$ cat src/rtl/cle_area_stat.sv
// rtl/cle_area_stat.sv - per-label area accumulation over a 32x32 label map
// Clears the stat RAM, scans the label map in runs, and adds each run's length to stat[label].
module cle_area_stat #(
    parameter int ADDR_W = 10,
    parameter int LBL_W  = 8,
    parameter int CNT_W  = 11
) (
    input  logic              clk,
    input  logic              reset,
    input  logic              start,
    output logic [ADDR_W-1:0] sram_a,
    input  logic [LBL_W-1:0]  sram_q,
    output logic [LBL_W-1:0]  stat_a,
    input  logic [CNT_W-1:0]  stat_q,
    output logic [CNT_W-1:0]  stat_d,
    output logic              stat_wen,
    output logic              busy,
    output logic [LBL_W-1:0]  obj_cnt,
    output logic              done
);

    typedef enum logic [2:0] {
        S_IDLE,
        S_CLEAR,
        S_RD_PIX,
        S_CHK,
        S_FL_RD,
        S_FL_WR,
        S_DONE
    } state_t;

    localparam logic [ADDR_W-1:0] P_LAST   = '1;
    localparam logic [LBL_W-1:0]  CLR_LAST = '1;

    state_t            state_q;
    logic [LBL_W-1:0]  clr_q;
    logic [ADDR_W-1:0] p_q;
    logic [ADDR_W-1:0] sram_a_q;
    logic [LBL_W-1:0]  run_label_q;
    logic [CNT_W-1:0]  run_len_q;
    logic [LBL_W-1:0]  pend_q;
    logic              end_q;
    logic [LBL_W-1:0]  obj_cnt_q;
    logic              done_q;

    // Sum for the flush write; stat_q carries stat[run_label] during FL_WR.
    logic [CNT_W-1:0]  flush_sum_d;
    assign flush_sum_d = stat_q + run_len_q;

    always_ff @(posedge clk) begin
        if (reset) begin
            state_q     <= S_IDLE;
            clr_q       <= '0;
            p_q         <= '0;
            sram_a_q    <= '0;
            run_label_q <= '0;
            run_len_q   <= '0;
            pend_q      <= '0;
            end_q       <= 1'b0;
            obj_cnt_q   <= '0;
            done_q      <= 1'b0;
        end else begin
            case (state_q)
                S_IDLE, S_DONE: begin
                    if (start) begin
                        clr_q       <= LBL_W'(1);
                        obj_cnt_q   <= '0;
                        done_q      <= 1'b0;
                        run_label_q <= '0;
                        run_len_q   <= '0;
                        p_q         <= '0;
                        end_q       <= 1'b0;
                        state_q     <= S_CLEAR;
                    end
                end
                S_CLEAR: begin
                    clr_q <= clr_q + LBL_W'(1);
                    if (clr_q == CLR_LAST) begin
                        state_q <= S_RD_PIX;
                    end
                end
                S_RD_PIX: begin
                    sram_a_q <= p_q;
                    state_q  <= S_CHK;
                end
                S_CHK: begin
                    if (sram_q == run_label_q || run_label_q == '0) begin
                        if (sram_q == run_label_q) begin
                            run_len_q <= run_len_q + CNT_W'(sram_q != '0);
                        end else begin
                            run_label_q <= sram_q;
                            run_len_q   <= CNT_W'(1);
                        end
                        if (p_q == P_LAST) begin
                            end_q <= 1'b1;
                            if (sram_q != '0) begin
                                state_q <= S_FL_RD;
                            end else begin
                                state_q <= S_DONE;
                                done_q  <= 1'b1;
                            end
                        end else begin
                            p_q     <= p_q + ADDR_W'(1);
                            state_q <= S_RD_PIX;
                        end
                    end else begin
                        // Pixel p starts a new run; it is consumed once the old run is flushed.
                        pend_q  <= sram_q;
                        end_q   <= 1'b0;
                        state_q <= S_FL_RD;
                    end
                end
                S_FL_RD: begin
                    state_q <= S_FL_WR;
                end
                S_FL_WR: begin
                    if (stat_q == '0) begin
                        obj_cnt_q <= obj_cnt_q + LBL_W'(1);
                    end
                    if (end_q) begin
                        state_q <= S_DONE;
                        done_q  <= 1'b1;
                    end else begin
                        run_label_q <= pend_q;
                        run_len_q   <= CNT_W'(pend_q != '0);
                        if (p_q == P_LAST) begin
                            end_q <= 1'b1;
                            if (pend_q != '0) begin
                                state_q <= S_FL_RD;
                            end else begin
                                state_q <= S_DONE;
                                done_q  <= 1'b1;
                            end
                        end else begin
                            p_q     <= p_q + ADDR_W'(1);
                            state_q <= S_RD_PIX;
                        end
                    end
                end
                default: begin
                    state_q <= S_IDLE;
                end
            endcase
        end
    end

    always_comb begin
        busy     = !(state_q == S_IDLE || state_q == S_DONE);
        sram_a   = (state_q == S_RD_PIX) ? p_q : sram_a_q;
        stat_a   = run_label_q;
        stat_d   = '0;
        stat_wen = 1'b1;
        case (state_q)
            S_CLEAR: begin
                stat_a   = clr_q;
                stat_wen = 1'b0;
            end
            S_FL_WR: begin
                stat_d   = flush_sum_d;
                stat_wen = 1'b0;
            end
            default: begin
                stat_wen = 1'b1;
            end
        endcase
    end

    assign obj_cnt = obj_cnt_q;
    assign done    = done_q;

endmodule
$ cat config.mk
export PLATFORM = sky130hd
export DESIGN_NAME = cle_area_stat
export DESIGN_NICKNAME = d
export VERILOG_FILES = /design/src/rtl/cle_area_stat.sv
export SDC_FILE = /design/constraint.sdc
export NUM_CORES = 1
export LEC_CHECK = 0
export BUFFER_PORTS_ARGS = -buffer_cell sky130_fd_sc_hd__buf_4
export CAP_MARGIN = 20
export CELL_PAD_IN_SITES_DETAIL_PLACEMENT = 1
export CELL_PAD_IN_SITES_GLOBAL_PLACEMENT = 2
export CORE_MARGIN = 2
export CORE_UTILIZATION = 36
export CTS_CLUSTER_DIAMETER = 200
export DETAILED_ROUTE_END_ITERATION = 10
export PLACE_DENSITY_LB_ADDON = 0.08
export SYNTH_ARGS = -nofsm -noshare
export SYNTH_HDL_FRONTEND = slang
export SYNTH_SLANG_ARGS = --single-unit
$ cat constraint.sdc
create_clock -name clk -period 4.7 [get_ports clk]
set_clock_uncertainty 0.2 [all_clocks]
set_input_delay 0.235 -clock clk [delete_from_list [all_inputs] [get_ports clk]]
set_output_delay 0.235 -clock clk [all_outputs]
set_load 0.005 [all_outputs]
# Word level (Yosys, flattened, before mapping)
# Index checks and enable logic that the tools add are counted.
# word_totals
regBits,68
wordCells,102
out_inout_bits,40
# op_classes
muxes,45
reduce_logical,21
bitwise_logic,1
n_eq_ne,20
n_addsub,5
# ops
op,n
2-to-1 mux 8 bit,7
2-to-1 mux 11 bit,5
2-to-1 mux 10 bit,5
one-hot mux 11 bit (3 select lines),1
one-hot mux 8 bit (2 select lines),2
one-hot mux 10 bit (3 select lines),1
one-hot mux 8 bit (3 select lines),1
2-to-1 mux 3 bit,6
one-hot mux 3 bit (6 select lines),1
"adder 8 x 1 -> 8 bit, second input constant",2
"!= test 2 bit, second input constant",8
nonzero test 8 bit,2
2-to-1 mux 1 bit,12
adder 11 x 1 -> 11 bit,1
adder 11 bit,1
logical NOT 11 bit,1
"adder 10 x 1 -> 10 bit, second input constant",1
"== test 10 bit, second input constant",1
"== test 3 bit, second input constant",3
"!= test 3 bit, second input constant",3
== test 8 bit,1
"== test 8 bit, second input constant",1
logical NOT 8 bit,1
AND reduction 7 bit,1
15 further kinds,24

# Longest topological paths before layout
# depth
depth_word,5
depth_mapped,10

# Worst setup path after synthesis
# OpenSTA, ideal clock, no wires.
# synth_path
path_kind,register -> output
from,register run_len_q[2]
to,output port stat_d[8]
required_time_ns,4.265
path_stages_with_launch,8
setup_slack_ns,2.417
arrival_time_ns,1.848
n_path_buf,0
path_cell_list,dfxtp_1 > ha_1 > nor2b_1 > o31a_1 > o31ai_1 > a21boi_0 > o21a_1 > nor3_1
# synth_between
elab_chain_cells,2
# synth_lines
element,line_no,source
"start, declared",40,logic [CNT_W-1:0] run_len_q;
"start signal, assigned",89,run_len_q <= run_len_q + CNT_W'(sram_q != '0);
"start signal, assigned",125,run_len_q <= CNT_W'(pend_q != '0);
adder 11 bit,48,assign flush_sum_d = stat_q + run_len_q;
2-to-1 mux 11 bit,153,case (state_q)
"end, declared",15,"output logic [CNT_W-1:0] stat_d,"
# Every way passes these cells.

# Final worst setup path
# Ends and elaborated chain as after synthesis.

==> summary.txt <==
Clk root buf: clkbuf_8
Final Non-Filler Cells: 690
Vias per cell: 5.38
Area after DPL: 4480 sq um
Final GP Congestion: 0.790
Setup TNS: 0 ns
Detailed Place HPWL: 8060 um
#FFs+latches synth: 68
CTS tree: yes
Layout Utilization: 0.441
Fmax: 306 MHz
Initial core utilization: 0.366
ANT nets after route: 0
Pleak: 1.86 nW
Period utilization: 0.695
CP peak stage delay: 0.50 ns
Synth area leader: dfxtp_1
GRT Residual Overflow: 0
Drt wl/cell: 16.2 um
Io pins: 62
Input/output buffers: 61
Slowest cell on crit path: dfxtp_1
Inserted Diodes: 0
Gate Count Post-Synth: 484
CTS sink count: 68
Mean Syn Cell Area: 8.16 sq um
Cell family with most CP delay: compound AO/OA/AOI/OAI gates
Layout cells sized above 1: 0.176
Power Density: 282 nW/um^2
Crit path cell chain: ha_1, nor2b_1, o31a_1, o31ai_1, a21boi_0, o21a_1, nor3_1, buf_4
Final Net Count: 583
Sequential fraction of the synthesis area: 0.345
Syn-to-layout area delta: 20.4%
Crit path kind: flip-flop to output pin
Maximum vdd drop: 0.143 mV
Most common flop cell mapped by yosys: dfxtp_1
Resize count post-CTS: 0
Placed cells: 666
Critical Path End Type: output pin
H-tree depth: 3
Shortest period the worst path allows: 3.27 ns
Largest net degree at the start of global routing: 51
Number of flops mapped to enable cells by yosys: 0
Remaining DRCs: 0
Post-synth top area share: 0.345
Vias in the first global route: 3,782
Die X: 109 um
Relative slew slack: 0.353
Number of distinct library cells after synthesis: 52
DR vias: 3,712
Clock buffer depth: 2
Worst-path fanout max: 8
# rows: 38
FFs w/ async S/R, synth: 0
Max-cap violations: 0
DRT Pass-1 Iters: 4
Clock Pin Slew Worst Setup and Hold Paths: 0.08 ns
Final instance area: 4750 sq um
Num CTS Buffers: 9
Worst hold path class: primary input to flip-flop
Fin. Hold Viols: 0
Final Slew Violations: 0
Post-Syn Area: 3950 sq um
Outcome: completed
Synth top area cells: dfxtp_1 34%, nand2_1 6.3%, ha_1 4.8%
Setup violations, final: 0
First-iteration detailed-routing DRC count: 136
Core ar.: 10,800 sq um
WP data arrival: 2.83 ns
Worst Path Required: 4.26 ns
Worst-margin pin slew: 0.965 ns
Die H: 109 um
Crit path buffers/inverters: 1
Ys Warns: 0
RSZ-0062 raised after global routing: false
Syn Nets: 522
Cell with the most instances after synthesis: dfxtp_1
Die area: 11,800 sq um
DRT Wirelength: 11,200 um
First-pass GRT wire length: 18,600 um
Initial antenna violation count: 0
Total GRT Usage: 0.201
Clock insertion delay at the later pin of the skew report: 0.36 ns
CP Launch Type: flip-flop
Top post-synthesis cells by count: 68 x dfxtp_1, 66 x nand2_1, 48 x nor2_1
[registers in the layout, indices dropped and copies added (netlist names)]
name         count
end_q            1
run_len_q       11
clr_q            8
obj_cnt          8
sram_a_q        10
p_q             10
run_label_q      8
done             1
state_q          3
pend_q           8
[worst register-to-register path, cell delays in order (launching register included)]
cell	delay, ns
dfxtp_1	0.55
nand3b_1	0.22
a21oi_1	0.14
a21boi_2	0.76
or2_1	0.56
o21ai_0	0.22
mux2i_1	0.16
[metal layers]
layer | routed length, um | vias to the layer above | share of wire | GRT usage
met5 | 0 | - | 0 | 0
met4 | 184 | 0 | 0.016 | 0.0760
met3 | 319 | 15 | 0.029 | 0.0436
met2 | 5320 | 47 | 0.48 | 0.335
met1 | 5350 | 1786 | 0.48 | 0.253
li1 | - | 1864 | - | -
[worst paths after layout]
kind	startpoint	end	slack [ns]	cells after the start
setup / recovery	run_len_q[2]	stat_d[8]	1.43	8
hold / removal	start	state_q[0]	0.08	3
setup reg to reg	state_q[1]	p_q[1]	1.79	6
hold reg to reg	done	done	0.28	2
[stage by stage]
step | setup WS (ns) | hold WS, ns | power, mW
6_report | 1.43 | 0.0847 | 1.34
5_1_grt | 1.25 | 0.104 | 1.42
4_1_cts | 1.45 | 0.0583 | 1.36
3_5_place_dp | 1.76 | 0.278 | 0.864
3_3_place_gp | 1.83 | 0.277 | 0.860
2_1_floorplan | 2.42 | 0.182 | 0.786
[cell usage in the layout, fill, tap and decap left out, drive strengths merged, types with 2 or more instances in the layout]
cell type	netlist	final
mux2	11	11
clkinv	0	4
nor4	18	18
or2	3	3
inv	9	9
or3	9	9
o31ai	5	5
clkbuf	13	10
nand4	10	10
o21a	4	4
a21oi	23	23
nor2	48	48
xor2	16	16
o311ai	4	4
a31oi	4	4
nor2b	24	24
buf	8	63
o21ai	21	21
nand3	15	15
and3	6	6
dfxtp	68	68
xnor2	9	9
a21boi	2	2
dlygate4sd3	0	8
a311oi	4	4
a221oi	8	8
o211ai	3	3
a211oi	5	5
nor3	17	17
mux2i	13	13
ha	15	15
and2	4	4
nand2	66	66
nand2b	6	6
a21o	3	3
[timing repair]
action                    in CTS  in global routing
hold buffers                   8                  0
hold endpoints to repair       8                  0
setup buffers                  0                  0
[power by group]
group	internal [mW]	switching, mW
clock network	0.245	0.242
registers	0.592	0.0241
logic	0.0947	0.143
total	0.932	0.409
[cell type report]
type,count,area (sq um)
sequential,68,1360
clock inverter,6,65.1
timing repair buffer,71,553
fill,1314,6040
multi-input combinational,386,2440
inverter,9,33.8
clock buffer,10,128
tap,140,175
[kinds of logic after synthesis]
logic type,share of synthesized area
XOR/XNOR,0.0573
flip-flops,0.345
AND/OR/NAND/NOR,0.292
adder cells (fa/ha/maj),0.0526
AO/OA/AOI/OAI,0.151
buffers and inverters,0.0380
multiplexers,0.0643
(Power assumes the default switching activity.)
